==> src/rtl/rf_wr_pkg.sv <==
// Shared types for register-file write-port clients and arbiters.
// Holds the write-arbiter state encoding and its width.
package rf_wr_pkg;

   localparam int unsigned state_width = 2;

   typedef enum logic [state_width-1:0] {
      IDLE    = 2'd0,
      WRITING = 2'd1,
      ACK     = 2'd2
   } e_rf_wr_arb_state;

endpackage

==> src/rtl/rr_picker.sv <==
// Combinational round-robin picker.
// Returns the first set request at or after ptr, wrapping past num_clients-1.
module rr_picker #(
   parameter int unsigned num_clients = 4,
   parameter int unsigned idx_width   = (num_clients > 1) ? $clog2(num_clients) : 1
) (
   input  logic [num_clients-1:0] req,
   input  logic [idx_width-1:0]   ptr,
   output logic                   found,
   output logic [idx_width-1:0]   idx
);

   logic [idx_width-1:0] cand;
   int unsigned          sum;

   always_comb begin
      found = 1'b0;
      idx   = '0;
      cand  = '0;
      sum   = 0;
      for (int unsigned off = 0; off < num_clients; off++) begin
         sum = int'(ptr) + off;
         if (sum >= num_clients) sum = sum - num_clients;
         cand = idx_width'(sum);
         if (!found && req[cand]) begin
            found = 1'b1;
            idx   = cand;
         end
      end
   end

endmodule

==> src/rtl/rf_wr_arbiter.sv <==
// Round-robin arbiter sharing the single register-file write port among execution units.
// Grants are latched; a one-cycle ack returns to the winner once the regfile accepts.
module rf_wr_arbiter
   import rf_wr_pkg::*;
#(
   parameter  int unsigned num_clients   = 4,
   parameter  int unsigned data_width    = 32,
   parameter  int unsigned num_regs      = 32,
   localparam int unsigned reg_sel_width = $clog2(num_regs),
   localparam int unsigned idx_width     = (num_clients > 1) ? $clog2(num_clients) : 1
) (
   input  logic                               clk,
   input  logic                               rst,
   input  logic [num_clients-1:0]             cli_wr_req,
   input  logic [num_clients*reg_sel_width-1:0] cli_wr_sel,
   input  logic [num_clients*data_width-1:0]  cli_wr_data,
   output logic [num_clients-1:0]             cli_wr_ack,
   output logic                               rf_wr_req,
   output logic [reg_sel_width-1:0]           rf_wr_sel,
   output logic [data_width-1:0]              rf_wr_data,
   input  logic                               rf_wr_ack,
   output logic                               busy
);

   e_rf_wr_arb_state state, next_state;

   logic [idx_width-1:0]     rr_ptr, next_rr_ptr;
   logic [idx_width-1:0]     lat_idx, next_lat_idx;
   logic [reg_sel_width-1:0] lat_sel, next_lat_sel;
   logic [data_width-1:0]    lat_data, next_lat_data;

   logic [num_clients-1:0]   next_cli_wr_ack;
   logic                     next_rf_wr_req;
   logic [reg_sel_width-1:0] next_rf_wr_sel;
   logic [data_width-1:0]    next_rf_wr_data;
   logic                     next_busy;

   logic                     pick_found;
   logic [idx_width-1:0]     pick_idx;

   logic [reg_sel_width-1:0] sel_arr  [num_clients];
   logic [data_width-1:0]    data_arr [num_clients];

   for (genvar g = 0; g < num_clients; g++) begin : g_unpack
      assign sel_arr[g]  = cli_wr_sel[g*reg_sel_width +: reg_sel_width];
      assign data_arr[g] = cli_wr_data[g*data_width +: data_width];
   end

   rr_picker #(
      .num_clients (num_clients),
      .idx_width   (idx_width)
   ) u_picker (
      .req   (cli_wr_req),
      .ptr   (rr_ptr),
      .found (pick_found),
      .idx   (pick_idx)
   );

   always_comb begin
      next_state      = state;
      next_rr_ptr     = rr_ptr;
      next_lat_idx    = lat_idx;
      next_lat_sel    = lat_sel;
      next_lat_data   = lat_data;
      next_cli_wr_ack = '0;
      next_rf_wr_req  = rf_wr_req;
      next_rf_wr_sel  = rf_wr_sel;
      next_rf_wr_data = rf_wr_data;
      case (state)
         IDLE: begin
            if (pick_found) begin
               next_lat_idx  = pick_idx;
               next_lat_sel  = sel_arr[pick_idx];
               next_lat_data = data_arr[pick_idx];
               // Writes to x0 skip the regfile and are acknowledged directly.
               if (sel_arr[pick_idx] != '0) begin
                  next_rf_wr_req  = 1'b1;
                  next_rf_wr_sel  = sel_arr[pick_idx];
                  next_rf_wr_data = data_arr[pick_idx];
                  next_state      = WRITING;
               end else begin
                  next_cli_wr_ack[pick_idx] = 1'b1;
                  next_state                = ACK;
               end
            end
         end
         WRITING: begin
            next_rf_wr_sel  = lat_sel;
            next_rf_wr_data = lat_data;
            if (rf_wr_ack) begin
               next_rf_wr_req           = 1'b0;
               next_cli_wr_ack[lat_idx] = 1'b1;
               next_state               = ACK;
            end
         end
         ACK: begin
            next_rr_ptr = (lat_idx == idx_width'(num_clients - 1)) ? '0
                                                                   : idx_width'(lat_idx + 1'b1);
            next_state  = IDLE;
         end
         default: begin
            next_state      = IDLE;
            next_lat_idx    = '0;
            next_lat_sel    = '0;
            next_lat_data   = '0;
            next_rf_wr_req  = 1'b0;
            next_rf_wr_sel  = '0;
            next_rf_wr_data = '0;
         end
      endcase
      next_busy = (next_state != IDLE);
   end

   always_ff @(posedge clk or posedge rst) begin
      if (rst) begin
         state      <= IDLE;
         rr_ptr     <= '0;
         lat_idx    <= '0;
         lat_sel    <= '0;
         lat_data   <= '0;
         cli_wr_ack <= '0;
         rf_wr_req  <= 1'b0;
         rf_wr_sel  <= '0;
         rf_wr_data <= '0;
         busy       <= 1'b0;
      end else begin
         state      <= next_state;
         rr_ptr     <= next_rr_ptr;
         lat_idx    <= next_lat_idx;
         lat_sel    <= next_lat_sel;
         lat_data   <= next_lat_data;
         cli_wr_ack <= next_cli_wr_ack;
         rf_wr_req  <= next_rf_wr_req;
         rf_wr_sel  <= next_rf_wr_sel;
         rf_wr_data <= next_rf_wr_data;
         busy       <= next_busy;
      end
   end

   assert_known: assert property (@(posedge clk) disable iff (rst)
      !$isunknown({cli_wr_req, rf_wr_ack}) && (state inside {IDLE, WRITING, ACK}));

endmodule

==> config.mk <==
export PLATFORM = sky130hd
export DESIGN_NAME = rf_wr_arbiter
export DESIGN_NICKNAME = d
export VERILOG_FILES = /design/src/rtl/rf_wr_pkg.sv /design/src/rtl/rr_picker.sv /design/src/rtl/rf_wr_arbiter.sv
export SDC_FILE = /design/constraint.sdc
export NUM_CORES = 1
export LEC_CHECK = 0
export CAP_MARGIN = 20
export CORE_ASPECT_RATIO = 1.5
export CORE_MARGIN = 2
export CORE_UTILIZATION = 48
export DETAILED_ROUTE_END_ITERATION = 8
export PLACE_DENSITY = 0.86
export SLEW_MARGIN = 20
export SYNTH_ARGS = -nofsm -noshare
export SYNTH_HDL_FRONTEND = slang
export SYNTH_SLANG_ARGS = --single-unit
==> constraint.sdc <==
create_clock -name clk -period 7.4 [get_ports clk]
set_input_delay 0.74 -clock clk [delete_from_list [all_inputs] [get_ports clk]]
set_output_delay 0.74 -clock clk [all_outputs]
set_load 0.02 [all_outputs]
==> results of run 1 <==
==> layer usage <==
layer / part of all wire (%) / vias up / global-route usage [%]
met4: 3.3 / 0 / 10.3
met1: 37 / 2281 / 31.1
met3: 5.0 / 42 / 4.65
met5: 0 / - / 0
met2: 55 / 207 / 47.4
li1: - / 2240 / -
==> how the worst max path moves through the flow <==
stage | start | endpoint | cells after the start
2_1_floorplan | cli_wr_req[0] | rf_wr_sel[0] | 8
3_3_place_gp | cli_wr_req[0] | rf_wr_data[0] | 8
3_5_place_dp | cli_wr_req[0] | rf_wr_data[15] | 8
4_1_cts | cli_wr_req[0] | rf_wr_data[15] | 8
5_1_grt | cli_wr_req[0] | rf_wr_data[17] | 9
6_report | cli_wr_req[0] | rf_wr_data[15] | 9
==> kinds of logic (layout without fill, tap and decap cells) <==
kind of cell | count (synthesis) | after routing
DFF | 86 | 86
AOI/OAI and AO/OA | 162 | 162
buffers and inverters | 87 | 259
adders and majority gates | 7 | 7
and+or+nand+nor | 117 | 117
muxes | 75 | 75
==> cell type report <==
class / instances / area, um2
clock buffers: 9 / 225
clock inverters: 7 / 73.8
fillers: 727 / 2840
inverters: 40 / 151
multi-input cells: 361 / 2540
flip-flops and latches: 86 / 2150
well taps: 141 / 176
repair buffers: 203 / 2030
==> worst register-to-register path, stage by stage (launching register included) <==
cell	delay (ps)
dfrtp_1	500
mux2_4	350
a221oi_4	280
buf_4	620
mux4_2	660
nor4_4	350
a21o_1	540
buf_4	390
a32oi_1	120
==> report_power, final <==
| part | switching [uW] | internal, uW |
|---|---|---|
| clock | 193 | 262 |
| sequential | 124 | 683 |
| combinational | 968 | 708 |
| total | 1290 | 1650 |
==> sequential cells by signal, summed over array words and instances (netlist names) <==
name	count
busy	1
rf_wr_sel	5
lat_data	32
lat_idx	2
rf_wr_req	1
cli_wr_ack	4
rr_ptr	2
lat_sel	5
state	2
rf_wr_data	32
==> stage by stage <==
stage / instances / setup slack [ps] / utilization, %
6_report: 847 / 2910 / 72.1
5_1_grt: 847 / 2690 / 72.1
4_1_cts: 846 / 2700 / 71.8
3_5_place_dp: 830 / 2340 / 68.9
3_3_place_gp: 830 / 2580 / 68.9
2_1_floorplan: 534 / 4150 / -
==> synthesized netlist by cell type, drive strengths merged <==
library cell	number
o2bb2a	1
nor2	7
o221ai	2
dfrtp	86
clkbuf	32
nand2b	2
ha	7
nand3	5
a21o	1
o31ai	3
a221oi	1
a21oi	38
mux2i	32
or4	1
mux4	5
mux2	38
o211ai	32
inv	40
nor4	1
or2	2
o32ai	1
and3	1
a32oi	32
o21ai	47
o22ai	2
nand2	95
buf	15
a21boi	1
nand3b	1
nor2b	2
o31a	1
==> out/results.tsv, run 1 <==
metric	value	unit
most common cell after layout, fill and taps aside	clkdlybuf4s50_1	
worst hold stages	2	
minimum clock period	4490	ps
Compound-Gate Fraction of Synth Area	21.1	%
I/O Buffers	197	
setup TNS	0	ps
gr usage total	26.5	%
yosys warns	0	
# diodes	0	
min-delay worst type	reg -> reg	
Detailed Place HPWL	10300	um
most frequent cells in the layout	clkdlybuf4s50_1 (197), nand2_1 (94), dfrtp_1 (86), o21ai_1 (45)	
Mapped Cells	534	
VDD IR max	0.000243	V
core area	10200	um2
Pwr Density	400	nW/um2
hold worst-path end	lat_data[4]	
Critical R2R Launch	rr_ptr[1]	
Fmax	223	MHz
Hold Vio Cnt, Final	0	
Power, Total	2940	uW
worst setup path category	in -> reg	
Mapped Nets	696	
adder-cell share of the synthesized area	1.74	%
Post-CTS Resized	0	
post-synthesis register bit count	86	
ranking of synthesized cells by area	dfrtp_1 (43%), nand2_1 (7.1%), mux2i_1 (6.3%)	
CP arrival	4650	ps
CTS H-Tree Depth	3	
vias post-DR	4770	
root buffer cell	clkbuf_16	
CP max stage cell	mux4_2	
Crit path top cell by count	buf_4	
Die W	87.7	um
CP Buf/Inv Count	3	
proportion of layout cells with a drive suffix above 1	7.37	%
critical path startpoint category	primary input	
outcome	complete, no violations	
drt wl/cell	17.6	um
Synth Area in Simple Gates	9.67	%
CP Capture Type	register	
worst hold margin	488	ps
Worst slew margin	38.8	%
area leader, netlist	dfrtp_1	
CP max FO	71	
vias in the first global route	4860	
GRT overflow	0	
endpoints failing setup	0	
# Max-Cap Violations	0	
Routed Antenna Nets	0	
Post-CTS Setup Bufs	0	
xor and xnor fraction of the mapped netlist area	0	%
R2R cell count	8	
routability cong.	0.813	
R2R Setup Slk	3410	ps
initial antenna violation count	0	
Slew @ Worst Pin	918	ps
register area share after synthesis	42.6	%
Final period util	60.6	%
Final Max Slew Viols	0	
CP max stage delay	650	ps
CTS tree	yes	
Critical Path RT	7570	ps
DR iter-0 viols	363	
CP top delay family	buffers and inverters	
Via density	5.63	
Initial Utilization	49.5	%
top cell type's share of synthesized area	42.6	%
Ports	198	
Residual DRC	0	
first-pass GRT wire length	23600	um
worst hold start	lat_data[4]	
clk buf depth	2	
total wire length	14900	um
Worst Skew	6.03	ps
largest net degree at the start of global routing	87	
clock-pin slew of the registers on the worst-case setup and hold paths	60	ps
Syn-to-layout area delta	45.6	%
clk_lat worst skew	340	ps
Placed Instance Area	7020	um2
final net count	863	
die area	11400	um2
cts-stage hold buffer count	0	
Mean Syn Cell Area	9.45	um2
Finished Cell Area	7350	um2
worst r2r dst	rf_wr_data[15]	
# rows	45	
drt pass-1 iters	5	
fraction of synthesized area in multiplexers	17.4	%
largest family of logic cells by synthesized area	compound AO/OA/AOI/OAI gates	
Pleak	0.00301	uW
RSZ-0062 raised after global routing	no	
synth unique cells	38	
chip height	130	um
CTS Sinks	86	
Num CTS Buffers	9	
Post-Synthesis Cell Area	5050	um2
critical-path cell list	clkdlybuf4s50_1 -> mux2_4 -> a221oi_4 -> buf_4 -> mux4_2 -> nor4_4 -> a21o_1 -> buf_4 -> a32oi_1	
(Power assumes the default switching activity.)
==> run 2: changes to the inputs <==
--- a/config.mk
+++ b/config.mk
@@ -8,9 +8,9 @@
 export CAP_MARGIN = 20
 export CORE_ASPECT_RATIO = 1.5
 export CORE_MARGIN = 2
-export CORE_UTILIZATION = 48
+export CORE_UTILIZATION = 40
 export DETAILED_ROUTE_END_ITERATION = 8
-export PLACE_DENSITY = 0.86
+export PLACE_DENSITY = 0.76
 export SLEW_MARGIN = 20
 export SYNTH_ARGS = -nofsm -noshare
 export SYNTH_HDL_FRONTEND = slang
==> constraint.sdc (replaced) <==
create_clock -name clk -period 3.65 [get_ports clk]
set_input_delay 0.365 -clock clk [delete_from_list [all_inputs] [get_ports clk]]
set_output_delay 0.365 -clock clk [all_outputs]
set_load 0.02 [all_outputs]
==> run 2 against run 1 <==
Effect of this change: wire length is 0.91% lower; die area up 19%; cell count increased by 2.7%; clock power rose by 100%; non-clock buffer count is 8 higher; core utilization down 12 points; via count decreased by 2.9%; global-route usage down 5.1 points; sequential share of layout area is 0.30 points lower; count of clock-buffer cells in the layout rose by 3; critical path type is now reg -> reg; largest power group unchanged.
==> out/results.tsv, run 2 (synthesis gave the netlist of run 1 again) <==
metric	value	unit
outcome	complete, no violations	
CTS H-Tree Depth	3	
min-delay worst type	in -> async	
CTS Sinks	86	
first-pass GRT wire length	22700	um
setup TNS	0	ps
CP max stage delay	600	ps
Final Max Slew Viols	0	
Final period util	89.8	%
Initial Utilization	40.7	%
Residual DRC	0	
Die W	95.7	um
clock-pin slew of the registers on the worst-case setup and hold paths	60	ps
Syn-to-layout area delta	47.1	%
critical-path cell list	mux2_4 -> a221oi_4 -> buf_12 -> mux4_2 -> nor2b_1 -> a21o_1 -> buf_4 -> a32oi_1	
critical path startpoint category	register	
I/O Buffers	197	
CP Buf/Inv Count	2	
endpoints failing setup	0	
minimum clock period	3280	ps
GRT overflow	0	
chip height	142	um
Ports	198	
routability cong.	0.813	
drt wl/cell	17.0	um
Num CTS Buffers	9	
CP max stage cell	mux4_2	
worst setup path category	reg -> reg	
cts-stage hold buffer count	0	
RSZ-0062 raised after global routing	no	
Via density	5.32	
CTS tree	yes	
Fmax	305	MHz
FILL cells	1066	
vias in the first global route	4632	
Post-CTS Resized	0	
Routed Antenna Nets	0	
proportion of layout cells with a drive suffix above 1	8.12	%
total wire length	14800	um
final cell count without fillers	870	
VDD IR max	0.000379	V
final net count	871	
Worst Skew	4.78	ps
clk buf depth	2	
vias post-DR	4631	
Critical Path RT	3830	ps
CP max FO	70	
Pwr Density	804	nW/um2
initial antenna violation count	0	
# Max-Cap Violations	0	
most frequent cells in the layout	clkdlybuf4s50_1 (197), nand2_1 (95), dfrtp_1 (86), o21ai_1 (45)	
Post-CTS Setup Bufs	0	
most common cell after layout, fill and taps aside	clkdlybuf4s50_1	
Detailed Place HPWL	10700	um
core area	12400	um2
R2R Setup Slk	370	ps
clk_lat worst skew	330	ps
# rows	50	
Hold Vio Cnt, Final	0	
CP arrival	3460	ps
biggest regs	lat_data: 32 flops, rf_wr_data: 32 flops	
CP Capture Type	register	
drt pass-1 iters	4	
largest net degree at the start of global routing	71	
Worst slew margin	38.5	%
Slew @ Worst Pin	922	ps
Pleak	0.00307	uW
CP top delay family	multiplexers	
die area	13600	um2
# diodes	0	
root buffer cell	clkbuf_16	
gr usage total	21.4	%
placed cell count	854	
DR iter-0 viols	250	
==> run 2: cell count changes in the layout (fill, tap and decap cells not counted) <==
cell	before	now
buf_4	4	13
clkinvlp_4	4	0
clkbuf_8	0	2
clkinv_2	2	4
buf_6	1	0
clkbuf_1	0	1
inv_6	1	0
nand2_1	94	95
nand2_2	1	0
==> run 2: where the power goes <==
group / internal [uW] / total [uW] / switching, uW
Clock: 564 / 916 / 353
Combinational: 1460 / 3420 / 1960
Sequential: 1390 / 1630 / 248
Total: 3410 / 5970 / 2560
==> run 2: final cells by class <==
class	instances	area, um2	area share, %
sequential	86	2150	29.0
tap	156	195	2.63
timing repair buffer	211	2090	28.1
inverter	40	151	2.04
clock buffer	12	256	3.46
multi-input combinational	361	2530	34.1
clock inverter	4	45.0	0.607
==> run 2: per-layer routing <==
metal,up-vias,global-route usage [%],wire [um]
li1,2249,-,-
met1,2230,24.8,5700
met2,130,39.6,8090
met3,22,3.08,626
met4,0,7.14,340
met5,-,0,0
==> run 2: path summary, 6_finish.rpt <==
check,start,end,depth (start not counted)
hold / removal,rst,lat_data[0],3
hold reg to reg,lat_data[19],lat_data[19],2
setup / recovery,rr_ptr[1],rf_wr_data[4],8
max in group asynchronous,rst,lat_data[12],3
setup reg to reg,rr_ptr[1],rf_wr_data[4],8
min in group clk,lat_data[19],lat_data[19],2
==> run 2: metrics by stage <==
step	utilization [%]	worst slack (ps)	power, uW	hold slack (ps)	cell area, um2
after CTS	59.9	384	6010	454	7420
after floorplan	-	772	3920	455	5050
after global routing	59.9	211	6380	492	7420
after global placement	57.5	231	4940	467	7120
after detailed placement	57.5	134	5070	476	7120
final	59.9	373	5970	444	7420
==> run 2: worst register-to-register path, cell delays in order (launching register included) <==
cell      delay (ps)
dfrtp_1          510
mux2_4           350
a221oi_4         390
buf_12           320
mux4_2           610
nor2b_1          170
a21o_1           360
buf_4            310
a32oi_1          100
==> run 3: changes to the inputs <==
--- a/config.mk
+++ b/config.mk
@@ -8,9 +8,9 @@
 export CAP_MARGIN = 20
 export CORE_ASPECT_RATIO = 1.5
 export CORE_MARGIN = 2
-export CORE_UTILIZATION = 40
+export CORE_UTILIZATION = 30
 export DETAILED_ROUTE_END_ITERATION = 8
-export PLACE_DENSITY = 0.76
+export PLACE_DENSITY = 0.6
 export SLEW_MARGIN = 20
 export SYNTH_ARGS = -nofsm -noshare
 export SYNTH_HDL_FRONTEND = slang
==> run 3 against run 2 <==
Effect of this change: wire length increased by 4.7%; critical endpoint is now rf_wr_data[7]; power increased by 2.0%; combinational power about the same; critical path type unchanged; design area increased by 1.5%.
==> out/results.tsv, run 3 (synthesis gave the netlist of run 1 again) <==
metric	value	unit
outcome	complete, no violations	
final net count	872	
proportion of layout cells with a drive suffix above 1	8.25	%
Power, Total	6090	uW
Post-CTS Resized	0	
endpoints failing setup	0	
Fmax	303	MHz
Ports	198	
clk_lat worst skew	330	ps
Final period util	90.6	%
initial antenna violation count	0	
Final Max Slew Viols	0	
biggest regs	lat_data: 32 flops, rf_wr_data: 32 flops	
vias post-DR	4657	
min-delay worst type	in -> async	
CTS Sinks	86	
Worst Skew	4.49	ps
# diodes	0	
Switching Share	42.0	%
Hold Vio Cnt, Final	0	
Pwr Density	808	nW/um2
RSZ-0062 raised after global routing	no	
total wire length	15500	um
critical-path cell list	mux2_4 -> a221oi_4 -> buf_4 -> mux4_2 -> nor2b_1 -> a21o_1 -> buf_4 -> a32oi_1	
Worst slew margin	37.6	%
drt pass-1 iters	5	
first-pass GRT wire length	23700	um
# rows	58	
Sw Pwr	2560	uW
clock-pin slew of the registers on the worst-case setup and hold paths	60	ps
Num CTS Buffers	9	
CP max stage cell	mux4_2	
Routed Antenna Nets	0	
Via density	5.03	
core area	16600	um2
gr usage total	17.1	%
CP top delay family	multiplexers	
CP Launch Point	rr_ptr[1]	
most frequent cells in the layout	clkdlybuf4s50_1 (197), nand2_1 (95), dfrtp_1 (86), o21ai_1 (45)	
Post-CTS Setup Bufs	0	
clock network fraction of total power	17.3	%
worst setup path category	reg -> reg	
drt wl/cell	16.7	um
I/O Buffers	197	
cts-stage hold buffer count	0	
# Max-Cap Violations	0	
CP Capture Type	register	
Die W	110	um
Critical Path RT	3840	ps
clk buf depth	2	
Residual DRC	0	
Crit path top cell by count	buf_4	
DR iter-0 viols	177	
Pleak	0.00308	uW
part of the power in registers	26.9	%
worst slack, placed	54.9	ps
Initial Utilization	30.4	%
Critical R2R Launch	rr_ptr[1]	
setup TNS	0	ps
CP arrival	3490	ps
Detailed Place HPWL	11500	um
routability cong.	0.765	
most common cell after layout, fill and taps aside	clkdlybuf4s50_1	
chip height	163	um
die area	17900	um2
GRT overflow	0	
VDD IR max	0.000488	V
minimum clock period	3310	ps
CP Buf/Inv Count	2	
Slew @ Worst Pin	935	ps
worst hold margin	450	ps
CTS tree	yes	
Combinational Power Share	55.8	%
worst setup margin	345	ps
final cell count without fillers	925	
internal power	3530	uW
CP max stage delay	610	ps
placed cell count	909	
critical path startpoint category	register	
root buffer cell	clkbuf_16	
CTS H-Tree Depth	3	
Syn-to-layout area delta	49.3	%
vias in the first global route	4614	
CP max FO	30	
largest net degree at the start of global routing	46	
==> run 3: cell count changes in the layout (fill, tap and decap cells not counted), sizes merged <==
cell,previous run,this run
buf,14,15
clkinv,4,2
bufinv,1,3
clkbuf,12,11
clkinvlp,0,1
==> run 3: worst reg2reg max path, cell delays in order (launching register included) <==
cell      delay, ps
dfrtp_1         500
mux2_4          350
a221oi_4        370
buf_4           370
mux4_2          610
nor2b_1         170
a21o_1          370
buf_4           330
a32oi_1         100
==> run 3: through the flow <==
stage,area [um2],util (%)
2_1_floorplan,5050,-
3_5_place_dp,7180,43.2
4_1_cts,7530,45.3
3_3_place_gp,7180,43.2
6_report,7530,45.3
5_1_grt,7530,45.3
==> run 3: final timing paths <==
kind                                 end  slack, ps  cells after the start
min in group clk            lat_data[12]        490                      2
setup reg to reg           rf_wr_data[7]        340                      8
setup / recovery           rf_wr_data[7]        340                      8
hold / removal                      busy        450                      2
hold reg to reg             lat_data[12]        490                      2
max in group asynchronous   lat_data[16]       2380                      3
==> run 3: power groups by stage <==
stage	Sequential, uW	Combinational, uW	Clock [uW]
final	1640	3390	1060
after global placement	1640	3360	0
after detailed placement	1640	3460	0
after floorplan	1840	2070	0
after global routing	1690	3750	1110
after CTS	1640	3470	1090
==> run 3: metal layers <==
| metal | up-vias | wire length [um] | track usage (%) | share of wire [%] |
|---|---|---|---|---|
| met5 | - | 0 | 0 | 0 |
| met4 | 0 | 265 | 5.64 | 1.7 |
| met3 | 17 | 672 | 2.68 | 4.3 |
| met2 | 129 | 8550 | 32.0 | 55 |
| met1 | 2256 | 5970 | 19.4 | 39 |
| li1 | 2255 | - | - | - |
==> run 3: cell type report <==
cell class                 instances  area (um2)
fill                            1628        9080
multi-input combinational        361        2530
sequential                        86        2150
timing repair buffer             212        2080
tap                              210         263
clock buffer                      11         243
inverter                          40         151
clock inverter                     5         106
